### config.mk
export PLATFORM = sky130hd
export DESIGN_NAME = pipeline_hazard_ctrl
export DESIGN_NICKNAME = d
export VERILOG_FILES = /design/src/rtl/pipeline_hazard_ctrl.sv
export SDC_FILE = /design/constraint.sdc
export NUM_CORES = 1
export LEC_CHECK = 0
export ABC_CLOCK_PERIOD_IN_PS = 1400
export CAP_MARGIN = 20
export CORE_AREA = 4 4 41 43
export DETAILED_ROUTE_END_ITERATION = 7
export DIE_AREA = 0 0 45 47
export GPL_ROUTABILITY_DRIVEN = 0
export MAX_ROUTING_LAYER = met4
export PLACE_DENSITY = 0.55
export SYNTH_ARGS = -nofsm -noshare
export SYNTH_HDL_FRONTEND = slang
export SYNTH_SLANG_ARGS = --single-unit
### constraint.sdc
create_clock -name clk -period 1.4 [get_ports clk]
set_input_delay 0.28 -clock clk [delete_from_list [all_inputs] [get_ports clk]]
set_output_delay 0.28 -clock clk [all_outputs]
set_load 0.05 [all_outputs]
### src/rtl/pipeline_hazard_ctrl.sv
// Stall/flush sequencer for the 5-stage pipeline: load-use bubbles, branch/jump flushes, multi-cycle MEM freeze.
// Optional stall/flush statistics counters are compiled in with `define HAZARD_STALL_CNT_EN.
module pipeline_hazard_ctrl #(
    parameter int MEM_LAT = 3,
    parameter int CNT_W   = 16
) (
    input  logic             clk,
    input  logic             rst_n,
    input  logic [4:0]       id_rs_i,
    input  logic [4:0]       id_rt_i,
    input  logic             ex_memread_i,
    input  logic [4:0]       ex_rt_i,
    input  logic             branch_taken_i,
    input  logic             jump_i,
    input  logic             mem_req_i,
    output logic             pc_write_o,
    output logic             ifid_hold_o,
    output logic             flush1_o,
    output logic             flush2_o,
    output logic             idex_bubble_o,
`ifdef HAZARD_STALL_CNT_EN
    output logic [CNT_W-1:0] lu_stall_cnt_o,
    output logic [CNT_W-1:0] mem_stall_cnt_o,
    output logic [CNT_W-1:0] flush_cnt_o,
`endif
    output logic             busy_o
);

    typedef enum logic {RUN, MEM_WAIT} state_t;

    // The RUN cycle that sees mem_req is the first frozen cycle, so MEM_WAIT
    // lasts MEM_LAT-2 cycles; the counter holds the wait cycles left after the current one.
    localparam bit MEM_STALL  = (MEM_LAT > 1);
    localparam bit MEM_ENTER  = (MEM_LAT > 2);
    localparam int WAIT_W     = MEM_ENTER ? $clog2(MEM_LAT - 1) : 1;
    localparam int WAIT_INIT  = MEM_ENTER ? MEM_LAT - 3 : 0;

    state_t            state;
    logic [WAIT_W-1:0] wait_cnt;
    logic              load_use;
    logic              mem_start;

    always_comb begin
        load_use  = ex_memread_i && (ex_rt_i != 5'd0) &&
                    ((ex_rt_i == id_rs_i) || (ex_rt_i == id_rt_i));
        mem_start = MEM_STALL && (state == RUN) && mem_req_i;
    end

    always_comb begin
        pc_write_o    = 1'b1;
        ifid_hold_o   = 1'b0;
        flush1_o      = 1'b0;
        flush2_o      = 1'b0;
        idex_bubble_o = 1'b0;
        busy_o        = 1'b0;
        if (!rst_n) begin
            pc_write_o = 1'b1;
        end else if (state == MEM_WAIT) begin
            pc_write_o  = 1'b0;
            ifid_hold_o = 1'b1;
            busy_o      = 1'b1;
        end else if (mem_start) begin
            pc_write_o  = 1'b0;
            ifid_hold_o = 1'b1;
        end else if (load_use) begin
            pc_write_o    = 1'b0;
            ifid_hold_o   = 1'b1;
            idex_bubble_o = 1'b1;
        end else if (jump_i) begin
            flush2_o = 1'b1;
        end else if (branch_taken_i) begin
            flush1_o = 1'b1;
        end
    end

    always_ff @(posedge clk) begin
        if (!rst_n) begin
            state    <= RUN;
            wait_cnt <= '0;
        end else begin
            case (state)
                RUN: begin
                    if (mem_start && MEM_ENTER) begin
                        state    <= MEM_WAIT;
                        wait_cnt <= WAIT_W'(WAIT_INIT);
                    end
                end
                MEM_WAIT: begin
                    if (wait_cnt == '0) state <= RUN;
                    else                wait_cnt <= wait_cnt - 1'b1;
                end
                default: state <= RUN;
            endcase
        end
    end

`ifdef HAZARD_STALL_CNT_EN
    logic [CNT_W-1:0] lu_cnt, mem_cnt, fl_cnt;

    function automatic logic [CNT_W-1:0] sat_inc(input logic [CNT_W-1:0] v, input logic ev);
        return (ev && (v != '1)) ? v + 1'b1 : v;
    endfunction

    always_ff @(posedge clk) begin
        if (!rst_n) begin
            lu_cnt  <= '0;
            mem_cnt <= '0;
            fl_cnt  <= '0;
        end else begin
            lu_cnt  <= sat_inc(lu_cnt, idex_bubble_o);
            mem_cnt <= sat_inc(mem_cnt, mem_start || (state == MEM_WAIT));
            fl_cnt  <= sat_inc(fl_cnt, flush1_o || flush2_o);
        end
    end

    assign lu_stall_cnt_o  = lu_cnt;
    assign mem_stall_cnt_o = mem_cnt;
    assign flush_cnt_o     = fl_cnt;
`endif

endmodule

# [Word level (Yosys, flattened, before mapping)]
# Index checks and enable logic that the tools add are counted.
# Widths: inputs -> output; s select.
[word_totals] latchBits=0 ramBits=0 reg_bits=2 n_memories=0 inputBits=21 mem_bits_ro=0 wordCells=42
[op_classes] mux=30 n_mul=0 bitwise=1 shift=0 magnitude_cmp=0 reduce_logical=5 n_eq_ne=3 n_addsub=1 div_mod_pow=0
[op_table] op="$mux 1" n=28
[op_table] op="$eq 5x5->1" n=2
[op_table] op="$reduce_bool 5->1" n=1
[op_table] op="$pmux 1 s2" n=2
[op_table] op="$logic_and 1x1->1" n=3
[op_table] op="$ne 2x2->1 const B" n=1
[op_table] op="$logic_or 1x1->1" n=1
[op_table] op="$not 1->1" n=1
[op_table] op="$sub 1x1->1 const B" n=1

# [Logic depth before layout (Yosys ltp)]
[depth] word_depth=7 mapped_depth=4 depth_no_buf=4

# [Worst setup path before layout]
# Ideal clock, no wire load.
[synth_timing] path_kind="input -> output" start="in ex_rt_i[3]" end="out pc_write_o" arrival_time_ps=1844 path_buffers=0 cell_stages=3 path_slack_ps=-724 path_cell_list="or4_1 > o21a_1 > a31oi_1"
[synth_via] elab_chain_len=7 word_cells_on_any_way=10 classes_between="eq/ne (2); mux (4); reduce/logical (4)"
[synth_rtl] item="start: declaration" line="12" rtl="input logic [4:0] ex_rt_i,"
[synth_rtl] item="$eq 5x5->1 / $reduce_bool 5->1 (equally long branches)" line="45, 44"
[synth_rtl] item="$logic_or 1x1->1 / $logic_and 1x1->1 (equally long branches)" line="45, 44"
[synth_rtl] item="$logic_and 1x1->1 (*)" line="44" rtl="load_use = ex_memread_i && (ex_rt_i != 5'd0) &&"
[synth_rtl] item="$mux 1 (*)" line="65" rtl="end else if (load_use) begin"
[synth_rtl] item="$mux 1 (*)" line="62" rtl="end else if (mem_start) begin"
[synth_rtl] item="$mux 1 (*)" line="58" rtl="end else if (state == MEM_WAIT) begin"
[synth_rtl] item="$mux 1 (*)" line="56" rtl="if (!rst_n) begin"
[synth_rtl] item="end: declaration" line="16" rtl="output logic pc_write_o,"
# Every way passes the cells marked *; elsewhere a longest branch is shown, timed or not.

# [Worst setup path in the final report]
[layout_timing] start="in ex_rt_i[0]" end="out ifid_hold_o"
[layout_via] elab_chain_len=7 word_cells_on_any_way=10 classes_between="eq/ne (2); mux (4); reduce/logical (4)"
[layout_rtl] item="$eq 5x5->1 / $reduce_bool 5->1 (equally long branches)" line="45, 44"
[layout_rtl] item="$logic_or 1x1->1 / $logic_and 1x1->1 (equally long branches)" line="45, 44"
[layout_rtl] item="$logic_and 1x1->1 (*)" line="44"
[layout_rtl] item="$mux 1 (*)" line="65"
[layout_rtl] item="$mux 1 (*)" line="62"
[layout_rtl] item="$mux 1 (*)" line="58"
[layout_rtl] item="$mux 1 (*)" line="56"
[layout_rtl] item="end: declaration" line="17" rtl="output logic ifid_hold_o,"
# Marks and branches as above.

==> results.toml <==
[finish]
final_cell_mix = "dlygate4sd2_1, buf_4, buf_12"
drive_gt1_share_pct = 58.21
n_antenna_cell = 0
area_growth_pct = 246.9
fillers = 131
finish.utilization_pct = 58.37
multi_input_area_sq_um = 325.3
nets = 90
regMostFlops = "state"
layout_commonest_cell = "dlygate4sd2_1"
largest_register_ff_count = 1
reg_top3 = "state x1"
finalNonFillerCells = 82
regArea_sq_um = 20.02

[setup_path]
cp_max_fo = 5
crit_type = "input pin to output port"
worstSetupEndpointType = "output port"
arrival_ns = 1.52
startpoint_type = "input pin"
cp.required_ns = 1.12

[timing]
fin_crit_sh_pct = 128.6
worst_pin_slew_ns = 0.2307
period_minus_slack_ns = 1.801
timing.fmax_ghz = 0.5553
rsz0062_at_grt = "true"
hold_viol = 0
slew_headroom_pct = 84.62
setup_ws_ns = -0.4007
slew_violations = 0
finalSetupViolCount = 5
finClkSkew_ns = 0

[floorplan]
die_area_sq_mm = 0.002115
fp-row-count = 13
die_h_um = 47
die_x_um = 45
io-pin-count = 27
floorplan.initialDensity_pct = 16.83
core-area_sq_mm = 0.001301

[drt]
wl_per_cell_um = 11.23
viasPerCell = 4.341
route.detailed.drc = 0
finalWirelength_um = 921
vias = 356
drtIter0Drc = 2
route.antenna.remaining_nets = 0
drt_pass1_iterations = 2

[global_routing]
grt_pass1_wl_um = 1449
grt_pass1_vias = 354
grt_max_degree = 6
antenna_found_initial = 0
overflow = 0
grt_use_total_pct = 9.024

[place]
dpl.cell_count = 82
dpl.hpwl_um = 741
port_buffers = 26

[logic_synthesis]
syn_area_per_cell_sq_um = 7.550
synth-seq-cells = 1
yosysWarnings = 0
syn-num-nets = 50
netlist_instances = 29
ys_seq_area_share_pct = 9.143
syn-cell-area_sq_um = 219.0
yosysUniqueCellTypes = 16

[power_and_ir_drop]
pwr-share-seq_pct = 11.3
peakVddDrop_v = 0.0001573
clkPwrFrac_pct = 0
powerDensity_mw_per_mm2 = 368.5
p_int_mw = 0.1718
swShare_pct = 38.60
leakage_nw = 0.3214
switchingPower_mw = 0.1080
combPwrFrac_pct = 88.7

[min_path]
holdCritPathClass = "flop to flop"

[clock_network]
clk_latency_ns = 0
clk_pin_slew_ns = 0

[flow_run]
maxCapViolations = 0

[status]
violations = "setup timing"
status = "finished, violations left"
## Yosys cell counts, drive strengths merged
| cell type | instances | share of area (%) |
|---|---|---|
| a21oi | 2 | 4.6 |
| a31o | 1 | 4.0 |
| a31oi | 1 | 2.9 |
| and2 | 1 | 2.9 |
| and3b | 1 | 4.0 |
| and4 | 1 | 4.0 |
| dfxtp | 1 | 9.1 |
| nand2 | 2 | 3.4 |
| nand3 | 3 | 6.9 |
| nand4b | 1 | 4.0 |
| nor2 | 1 | 1.7 |
| nor2b | 1 | 2.9 |
| o21a | 1 | 3.4 |
| o22ai | 1 | 2.9 |
| or4 | 1 | 3.4 |
| xnor2 | 10 | 40 |
## what timing repair did
item | in CTS | in global routing
gates cloned | 0 | 0
resized for setup | 35 | 6
pin swaps | 17 | 8
hold endpoints to repair | 0 | 0
setup buffers | 1 | 0
hold buffers | 0 | 0
setup endpoints to repair | 6 | 5
## final cells by class
cell class	instances	area share, %
timing repair buffer	38	52.06
multi-input combinational	28	42.83
sequential	1	2.636
tap	15	2.471
## worst max-delay path, cell delays in order
cell and delay [ns]:
buf_6 0.09, or4_4 0.52, o21a_4 0.25, a31o_4 0.23, buf_12 0.14
## power by group through the flow
stage,clock (mW),sequential (mW),combinational (mW)
finish,0,0.0317,0.248
global route,0,0.0321,0.263
CTS,0,0.0318,0.237
detailed placement,0,0.0318,0.238
global placement,0,0.0316,0.238
floorplan,0,0.0314,0.101
## logic make-up (layout without fill, tap and decap cells)
logic type / Yosys count / after routing / synth area share [%]
flip-flops: 1 / 1 / 9.143
AO/OA/AOI/OAI: 6 / 6 / 17.72
buffers and inverters: 0 / 38 / 0
XOR/XNOR: 10 / 10 / 40.00
AND/OR/NAND/NOR: 12 / 12 / 33.15
## layer usage
metal / GRT usage [%] / wire (um) / vias to the layer above
met4: 0 / 0 / 0
met3: 0.3831 / 66 / 0
li1: - / - / 185
met5: - / 0 / -
met1: 11.71 / 372 / 157
met2: 16.38 / 482 / 14
## metrics by stage
step	hold WS, ns	area (sq um)	TNS, ns	setup WS, ns	power [mW]
after floorplan	0.4357	292.8	-1.149	-0.2675	0.1324
after global placement	0.5255	721.9	-3.632	-0.7455	0.2697
after detailed placement	0.5316	721.9	-3.688	-0.7624	0.2701
after CTS	0.5377	730.7	-1.955	-0.4477	0.2687
after global routing	0.5694	759.5	-2.046	-0.4249	0.2951
final	0.5316	759.5	-1.815	-0.4007	0.2799
## worst paths after layout
check                     end        startpoint  slack (ns)  cells after the start
max               ifid_hold_o        ex_rt_i[0]       -0.40                      5
min          state$_SDFF_PP0_  state$_SDFF_PP0_        0.53                      1
max reg2reg  state$_SDFF_PP0_  state$_SDFF_PP0_        0.79                      1
min reg2reg  state$_SDFF_PP0_  state$_SDFF_PP0_        0.53                      1
(Power assumes the default switching activity.)
